$ cat src/rtl/mspu_dwc_pkg.sv
// Shared types and constants for the 32->512 egress width converter.
// Beat geometry is fixed here and is not overridable per instance.
package mspu_dwc_pkg;

    localparam int BEAT_WORDS = 16;
    localparam int WORD_W     = 32;
    localparam int BEAT_W     = BEAT_WORDS * WORD_W;

    typedef logic [WORD_W-1:0] word_t;
    typedef logic [BEAT_W-1:0] beat_t;

    typedef enum logic [2:0] {
        IDLE,
        READ,
        GAP,
        HOLD,
        DRAIN
    } state_e;

    function automatic word_t bswap32(word_t w);
        return {w[7:0], w[15:8], w[23:16], w[31:24]};
    endfunction

endpackage

$ cat src/rtl/datawidthconv_32_to_512_if.sv
// Data RAM read port plus wide stream TX port of the 32->512 converter.
// master = converter side, slave = RAM/sink side.
interface datawidthconv_32_to_512_if;
    import mspu_dwc_pkg::*;

    logic [31:0] data_addr;
    logic        data_re;
    word_t       data_dout;
    beat_t       src_data;
    logic        src_valid;
    logic        src_sop;
    logic        src_eop;
    logic        src_ready;

    modport master (
        output data_addr, data_re,
        input  data_dout,
        output src_data, src_valid, src_sop, src_eop,
        input  src_ready
    );

    modport slave (
        input  data_addr, data_re,
        output data_dout,
        input  src_data, src_valid, src_sop, src_eop,
        output src_ready
    );

endinterface

$ cat src/rtl/dwc_beat_packer.sv
// 16x32 shift-in beat assembler; first captured word lands in bits [31:0].
// DATAWIDTHCONV_32_TO_512_BSWAP_EN: byte-reverse each word on capture.
module dwc_beat_packer
    import mspu_dwc_pkg::*;
(
    input  logic  clk,
    input  logic  rst_n,
    input  logic  clr,
    input  logic  cap,
    input  word_t din,
    input  logic  pop,
    output beat_t beat,
    output logic  full
);

    beat_t      beat_q, beat_d;
    logic [3:0] cnt_q, cnt_d;
    logic       full_q, full_d;
    word_t      w;

    always_comb begin
`ifdef DATAWIDTHCONV_32_TO_512_BSWAP_EN
        w = bswap32(din);
`else
        w = din;
`endif
        beat_d = beat_q;
        cnt_d  = cnt_q;
        full_d = full_q;
        if (pop) full_d = 1'b0;
        if (clr) begin
            cnt_d  = '0;
            full_d = 1'b0;
        end else if (cap) begin
            beat_d = {w, beat_q[BEAT_W-1:WORD_W]};
            cnt_d  = cnt_q + 4'd1;
            if (cnt_q == 4'(BEAT_WORDS - 1)) full_d = 1'b1;
        end
    end

    always_ff @(posedge clk or negedge rst_n) begin
        if (!rst_n) begin
            beat_q <= '0;
            cnt_q  <= '0;
            full_q <= 1'b0;
        end else begin
            beat_q <= beat_d;
            cnt_q  <= cnt_d;
            full_q <= full_d;
        end
    end

    assign beat = beat_q;
    assign full = full_q;

endmodule

$ cat src/rtl/datawidthconv_32_to_512.sv
// Reads WORDS 32-bit words from data RAM and emits them as 512-bit beats.
// Byte swap on capture is enabled by DATAWIDTHCONV_32_TO_512_BSWAP_EN.
module datawidthconv_32_to_512
    import mspu_dwc_pkg::*;
#(
    parameter int WORDS = 512
) (
    input  logic        clk,
    input  logic        reset_n,
    input  logic        kick,
    input  logic [31:0] base_addr,
    output logic        busy,
    output logic        done,
    datawidthconv_32_to_512_if.master bus
);

    localparam int NB = WORDS / BEAT_WORDS;
    localparam int BW = (NB > 1) ? $clog2(NB) : 1;
    localparam logic [BW-1:0] LAST = BW'(NB - 1);

    state_e      state_q, state_d;
    logic        busy_q, busy_d;
    logic        done_q, done_d;
    logic        re_q, re_d;
    logic        cap_q, cap_d;
    logic [31:0] addr_q, addr_d;
    logic [3:0]  rd_cnt_q, rd_cnt_d;
    logic [BW-1:0] rd_beat_q, rd_beat_d;
    logic [BW-1:0] out_cnt_q, out_cnt_d;
    logic        valid_q, valid_d;
    logic        sop_q, sop_d;
    logic        eop_q, eop_d;
    beat_t       data_q, data_d;
    beat_t       pk_beat;
    logic        pk_full;
    logic        pk_clr;
    logic        xfer;
    logic        hs;

    dwc_beat_packer u_packer (
        .clk   (clk),
        .rst_n (reset_n),
        .clr   (pk_clr),
        .cap   (cap_q),
        .din   (bus.data_dout),
        .pop   (xfer),
        .beat  (pk_beat),
        .full  (pk_full)
    );

    always_comb begin
        xfer      = pk_full && (!valid_q || bus.src_ready);
        hs        = valid_q && bus.src_ready;
        state_d   = state_q;
        busy_d    = busy_q;
        done_d    = 1'b0;
        re_d      = re_q;
        cap_d     = re_q;
        addr_d    = addr_q;
        rd_cnt_d  = rd_cnt_q;
        rd_beat_d = rd_beat_q;
        out_cnt_d = out_cnt_q;
        valid_d   = valid_q;
        sop_d     = sop_q;
        eop_d     = eop_q;
        data_d    = data_q;
        pk_clr    = 1'b0;

        if (xfer) begin
            valid_d   = 1'b1;
            data_d    = pk_beat;
            sop_d     = (out_cnt_q == '0);
            eop_d     = (out_cnt_q == LAST);
            out_cnt_d = out_cnt_q + 1'b1;
        end else if (hs) begin
            valid_d = 1'b0;
            sop_d   = 1'b0;
            eop_d   = 1'b0;
        end

        unique case (state_q)
            IDLE: begin
                // busy_q still set here means this is the done cycle
                if (busy_q) begin
                    busy_d = 1'b0;
                end else if (kick) begin
                    state_d   = READ;
                    busy_d    = 1'b1;
                    re_d      = 1'b1;
                    addr_d    = base_addr & 32'hFFFF_FFFC;
                    rd_cnt_d  = '0;
                    rd_beat_d = '0;
                    out_cnt_d = '0;
                    pk_clr    = 1'b1;
                end
            end
            READ: begin
                addr_d   = addr_q + 32'd4;
                rd_cnt_d = rd_cnt_q + 4'd1;
                if (rd_cnt_q == 4'(BEAT_WORDS - 1)) begin
                    re_d    = 1'b0;
                    state_d = GAP;
                end
            end
            GAP: begin
                // empty output reg guarantees the packer drains next cycle
                if (rd_beat_q == LAST) begin
                    state_d = DRAIN;
                end else begin
                    rd_beat_d = rd_beat_q + 1'b1;
                    if (!valid_q) begin
                        state_d = READ;
                        re_d    = 1'b1;
                    end else begin
                        state_d = HOLD;
                    end
                end
            end
            HOLD: begin
                if (xfer) begin
                    state_d = READ;
                    re_d    = 1'b1;
                end
            end
            DRAIN: begin
                if (hs && eop_q) begin
                    state_d = IDLE;
                    done_d  = 1'b1;
                end
            end
            default: state_d = IDLE;
        endcase
    end

    always_ff @(posedge clk or negedge reset_n) begin
        if (!reset_n) begin
            state_q   <= IDLE;
            busy_q    <= 1'b0;
            done_q    <= 1'b0;
            re_q      <= 1'b0;
            cap_q     <= 1'b0;
            addr_q    <= '0;
            rd_cnt_q  <= '0;
            rd_beat_q <= '0;
            out_cnt_q <= '0;
            valid_q   <= 1'b0;
            sop_q     <= 1'b0;
            eop_q     <= 1'b0;
            data_q    <= '0;
        end else begin
            state_q   <= state_d;
            busy_q    <= busy_d;
            done_q    <= done_d;
            re_q      <= re_d;
            cap_q     <= cap_d;
            addr_q    <= addr_d;
            rd_cnt_q  <= rd_cnt_d;
            rd_beat_q <= rd_beat_d;
            out_cnt_q <= out_cnt_d;
            valid_q   <= valid_d;
            sop_q     <= sop_d;
            eop_q     <= eop_d;
            data_q    <= data_d;
        end
    end

    assign busy          = busy_q;
    assign done          = done_q;
    assign bus.data_re   = re_q;
    assign bus.data_addr = addr_q;
    assign bus.src_valid = valid_q;
    assign bus.src_sop   = sop_q;
    assign bus.src_eop   = eop_q;
    assign bus.src_data  = data_q;

endmodule
$ cat src/flat_wrapper.sv
// flat-port wrapper written by rule: the top's interface ports become plain ports
module datawidthconv_32_to_512_flat import mspu_dwc_pkg::*;
#(
    parameter int WORDS = 512
)
  (clk, reset_n, kick, base_addr, busy, done, bus_data_addr, bus_data_re, bus_data_dout, bus_src_data, bus_src_valid, bus_src_sop, bus_src_eop, bus_src_ready);
  datawidthconv_32_to_512_if bus_i ();
  input  logic clk;
  input  logic reset_n;
  input  logic kick;
  input  logic [31:0] base_addr;
  output logic busy;
  output logic done;
  output wire logic [$bits(bus_i.data_addr)-1:0] bus_data_addr;
  output wire logic [$bits(bus_i.data_re)-1:0] bus_data_re;
  input wire logic [$bits(bus_i.data_dout)-1:0] bus_data_dout;
  output wire logic [$bits(bus_i.src_data)-1:0] bus_src_data;
  output wire logic [$bits(bus_i.src_valid)-1:0] bus_src_valid;
  output wire logic [$bits(bus_i.src_sop)-1:0] bus_src_sop;
  output wire logic [$bits(bus_i.src_eop)-1:0] bus_src_eop;
  input wire logic [$bits(bus_i.src_ready)-1:0] bus_src_ready;
  assign bus_data_addr = bus_i.data_addr;
  assign bus_data_re = bus_i.data_re;
  assign bus_i.data_dout = bus_data_dout;
  assign bus_src_data = bus_i.src_data;
  assign bus_src_valid = bus_i.src_valid;
  assign bus_src_sop = bus_i.src_sop;
  assign bus_src_eop = bus_i.src_eop;
  assign bus_i.src_ready = bus_src_ready;
  datawidthconv_32_to_512 #(.WORDS(WORDS)) u_core (.clk(clk), .reset_n(reset_n), .kick(kick), .base_addr(base_addr), .busy(busy), .done(done), .bus(bus_i));
endmodule
$ cat config.mk
export PLATFORM = sky130hd
export DESIGN_NAME = datawidthconv_32_to_512_flat
export DESIGN_NICKNAME = d
export VERILOG_FILES = /design/src/rtl/mspu_dwc_pkg.sv /design/src/rtl/datawidthconv_32_to_512_if.sv /design/src/rtl/dwc_beat_packer.sv /design/src/rtl/datawidthconv_32_to_512.sv /design/src/flat_wrapper.sv
export SDC_FILE = /design/constraint.sdc
export NUM_CORES = 2
export LEC_CHECK = 0
export ABC_AREA = 0
export CAP_MARGIN = 5
export CORE_MARGIN = 8
export CORE_UTILIZATION = 35
export DETAILED_ROUTE_END_ITERATION = 10
export PLACE_DENSITY = 0.59
export SYNTH_ARGS = -nofsm -noshare
export SYNTH_HDL_FRONTEND = slang
export SYNTH_SLANG_ARGS = --single-unit
$ cat constraint.sdc
create_clock -name clk -period 2.85 [get_ports clk]
set_input_delay 0.57 -clock clk [delete_from_list [all_inputs] [get_ports clk]]
set_output_delay 0.57 -clock clk [all_outputs]
set_load 0.01 [all_outputs]
==> summary.md <==
| Metric | Value |
|---|---|
| Critical-path cell list | `clkdlybuf4s50_1` |
| Die Wd | `361 microns` |
| Placer congestion estimate | `between 0.8 and 0.9` |
| Largest net degree at the start of global routing | `95` |
| Comb pwr share | `23.0%` |
| Simple-gate share of the synthesized area | `16.1%` |
| Area grow syn2layout | `30.4%` |
| Worst-Margin Slew | `between 0.6 and 0.7 ns` |
| Post-Synth Adder-Cell Area | `less than 1%` |
| Yosys cell types | `between 60 and 70` |
| CTS Buffer Depth | `3` |
| Seq/Total Area, Yosys | `roughly 65%` |
| Fin crit period | `between 2 and 2.5 ns` |
| Mux cell area share after synthesis | `around 14%` |
| Final hold violation count | `0` |
| Row cnt | `~130` |
| Ports | `between 600 and 700` |
| Commonest non-fill, non-tap cell in the layout | `nand2_1` |
| Crit path max-delay family | `buffers and inverters` |
| CP Capture Type | `primary output` |
| Worst path required time | `approximately 2.3 ns` |
| Synthesized flop and latch total | `about 1100` |
| Clock power share | `~31%` |
| Htree depth | `3` |
| Drt drc | `0` |
| Slowest CP cell | `clkdlybuf4s50_1` |
| Setup-failing EPs final | `0` |
| Final period utilization | `a little over four fifths` |
| Post-CTS Setup Repair Bufs | `0` |
| Status | `finished, final reports clean` |
| Mapped Avg Cell Area | `11.5 sq um` |
| Iteration-0 DRC Markers | `~1800` |
| Final worst slack | `approximately 0.46 ns` |
| Port buffer count | `roughly 610` |
| Chip height | `between 300 and 400 microns` |
| Internal | `~36 mW` |
| # clock sinks | `~1100` |
| Commonest non-fill, non-tap cells in the layout | `nand2_1, dfrtp_1, clkdlybuf4s50_1` |
| RSZ-0062 raised after global routing | `false` |
| Seq pwr share | `between 40% and 50%` |
| Initial Util | `about a third` |
| Vias in the first global route | `28500` |
| Crit Path Max Fanout | `8` |
| Final setup skew | `0.0316 ns` |
| Vias post-DR | `about 28000` |
| Max incr delay on CP | `between 0.6 and 0.7 ns` |
| CTS buffer count | `between 100 and 150` |
| Power density of the placed cells | `between 900 and 1000 nW/um^2` |
| Setup_tns | `0 ns` |
| Number of buffer and inverter stages on the critical path | `1` |
| Wirelength per Cell | `roughly 20 microns` |
| Hold Crit Class | `in -> async` |
| Area of the core | `about 120000 sq um` |
| Drt pass-1 iters | `5` |
| Dpl cells | `about 5700` |
| Clock Latency Late Sink | `around 0.7 ns` |
| Max-Slew Margin vs Limit | `between 50% and 60%` |
| DIE AREA | `130000 sq um` |
| Post-synthesis xor/xnor area fraction | `less than 1%` |
| Cells after Synth | `between 3000 and 4000` |
| Non-Filler Instances | `between 5000 and 6000` |
| P_leak | `approximately 27 nW` |
| Fin nets | `between 4000 and 5000` |
| Initial antenna violation count | `7` |
| Post-synth ARST share | `100%` |
| Fin util | `46.0%` |
| Fmax | `0.418 GHz` |
| Grt ovf | `0` |
| Mapped cell area | `slightly above 40000 sq um` |
| Post-route ant nets | `0` |
| Compound-cell area share of the yosys netlist | `around 1.4%` |
| Share of cells above drive strength 1 | `8.36%` |
| Via/cell ratio | `roughly 4.7` |
| Detailed Route WL | `~120000 microns` |
| Worst VDD drop | `0.541 mV` |
| Worst endpoint data arrival time | `1.82 ns` |
| Root Buffer | `clkbuf_16` |
| Pins Over Slew Limit | `0` |
| Dpl ws | `~0.21 ns` |
| CP Launch Type | `flop` |
| GRT Total Usage | `17.8%` |
| WS Path Type | `reg -> out` |
| Syn. warnings | `0` |
| DP Wirelength | `around 84000 microns` |
| Main combinational cell family by area after synthesis | `simple AND/OR/NAND/NOR gates` |
| CTS tree | `done` |
| Sw Ratio | `31.0%` |
| Main synth FF type | `dfrtp_1` |
| Clk slew on worst S/H paths | `~0.060 ns` |
| Post-synth EDFFs | `0` |
| Max Cap Viol | `0` |
| Sw power | `16.3 mW` |
| First-pass GRT wire length | `about 180000 microns` |
## final cells by class
type                    count  area, sq um
inverters                   7         26.3
multi-input cells        2330        13300
clock buffers             155         3340
fillers                 10900        63700
well taps                1536         1920
diodes                      5         12.5
clock inverters            66          851
repair buffers            725         7660
flip-flops and latches   1083        27100
## cells in the mapped netlist (all sizes together) (2+ instances only)
| library cell | instances | share of area [%] |
|---|---|---|
| a221o | 2 | 0.048 |
| mux2i | 6 | 0.14 |
| o31ai | 2 | 0.036 |
| or3 | 3 | 0.045 |
| nor3 | 16 | 0.19 |
| a311oi | 7 | 0.15 |
| nand2 | 1575 | 14 |
| clkbuf | 118 | 1.1 |
| o22ai | 4 | 0.060 |
| and2 | 9 | 0.14 |
| a21o | 4 | 0.072 |
| and3 | 13 | 0.20 |
| nand4 | 8 | 0.12 |
| dfrtp | 1083 | 65 |
| or2 | 3 | 0.045 |
| and4 | 6 | 0.13 |
| o21a | 2 | 0.036 |
| inv | 7 | 0.063 |
| a22o | 2 | 0.042 |
| a211oi | 12 | 0.22 |
| a21oi | 11 | 0.13 |
| o21ai | 9 | 0.11 |
| nand3 | 22 | 0.26 |
| buf | 73 | 1.7 |
| o311ai | 6 | 0.13 |
| nand3b | 2 | 0.036 |
| nor2b | 2 | 0.030 |
| mux2 | 514 | 14 |
| nor2 | 32 | 0.29 |
| o211ai | 6 | 0.11 |
| nor3b | 3 | 0.054 |
| xor2 | 6 | 0.13 |
| nand2b | 3 | 0.045 |
| a32oi | 2 | 0.042 |
| nor4 | 7 | 0.11 |
| or4 | 3 | 0.054 |
| nor4b | 2 | 0.042 |
| a31oi | 2 | 0.030 |
| xnor2 | 2 | 0.042 |
| ha | 8 | 0.24 |
## metal layers
| layer | global-route usage (%) | wire length (microns) | vias up |
|---|---|---|---|
| li1 | - | - | 13100 |
| met1 | 24.2 | 53500 | 13800 |
| met2 | 27.2 | 52100 | 679 |
| met3 | 5.86 | 8940 | 164 |
| met4 | 4.84 | 3000 | 4 |
| met5 | 0 | 27 | - |
## state kept, by name, summed over array words and instances (netlist names)
register and count:
u_core.bus.data_addr 30, u_core.bus.data_re 1, u_core.bus.src_data 512, u_core.bus.src_eop 1, u_core.bus.src_sop 1, u_core.bus.src_valid 1, u_core.busy 1, u_core.cap_q 1
u_core.done 1, u_core.out_cnt_q 5, u_core.rd_beat_q 5, u_core.rd_cnt_q 4, u_core.state_q 3, u_core.u_packer.beat 512, u_core.u_packer.cnt_q 4, u_core.u_packer.full 1
## logic make-up after synthesis
logic type | count (synthesis)
buf+inv | 198
fa+ha+maj | 8
flops | 1083
mux | 520
simple gates | 1712
other cells | 1
compound gates | 80
xor+xnor | 8
## worst paths after layout
path                                            from                        end  slack [ns]  cells past startpoint
max in group asynchronous                    reset_n   u_core.u_packer.beat[97]        1.39                      3
worst max-delay path            u_core.bus.src_valid              bus_src_valid        0.46                      1
worst max register to register     u_core.state_q[2]   u_core.u_packer.beat[10]        0.46                      5
worst min-delay path                         reset_n  u_core.u_packer.beat[212]        0.43                      2
min in group clk                       base_addr[15]   u_core.bus.data_addr[15]        0.43                      3
worst min register to register    u_core.bus.data_re               u_core.cap_q        0.44                      0
## power groups by stage
stage,Combinational [mW],Clock (mW),Sequential (mW)
CTS,12.4,16.7,24.5
global route,13.3,17.3,25.1
floorplan,7.56,0,23.1
detailed placement,12.3,0,24.8
global placement,12.0,0,24.7
finish,12.1,16.2,24.4
## stage by stage
stage	hold slack [ns]	area, sq um	total power [mW]
detailed placement	0.440	50000	37.0
finish	0.426	54200	52.7
CTS	0.373	54200	53.5
global placement	0.439	50000	36.7
floorplan	0.274	41600	30.6
global route	0.413	54200	55.7
## timing repair
item                      in CTS  in global routing
hold endpoints to repair      25                  0
hold buffers                   1                  0
resized for setup              0                  0
Power figures use the tool's default switching activity.
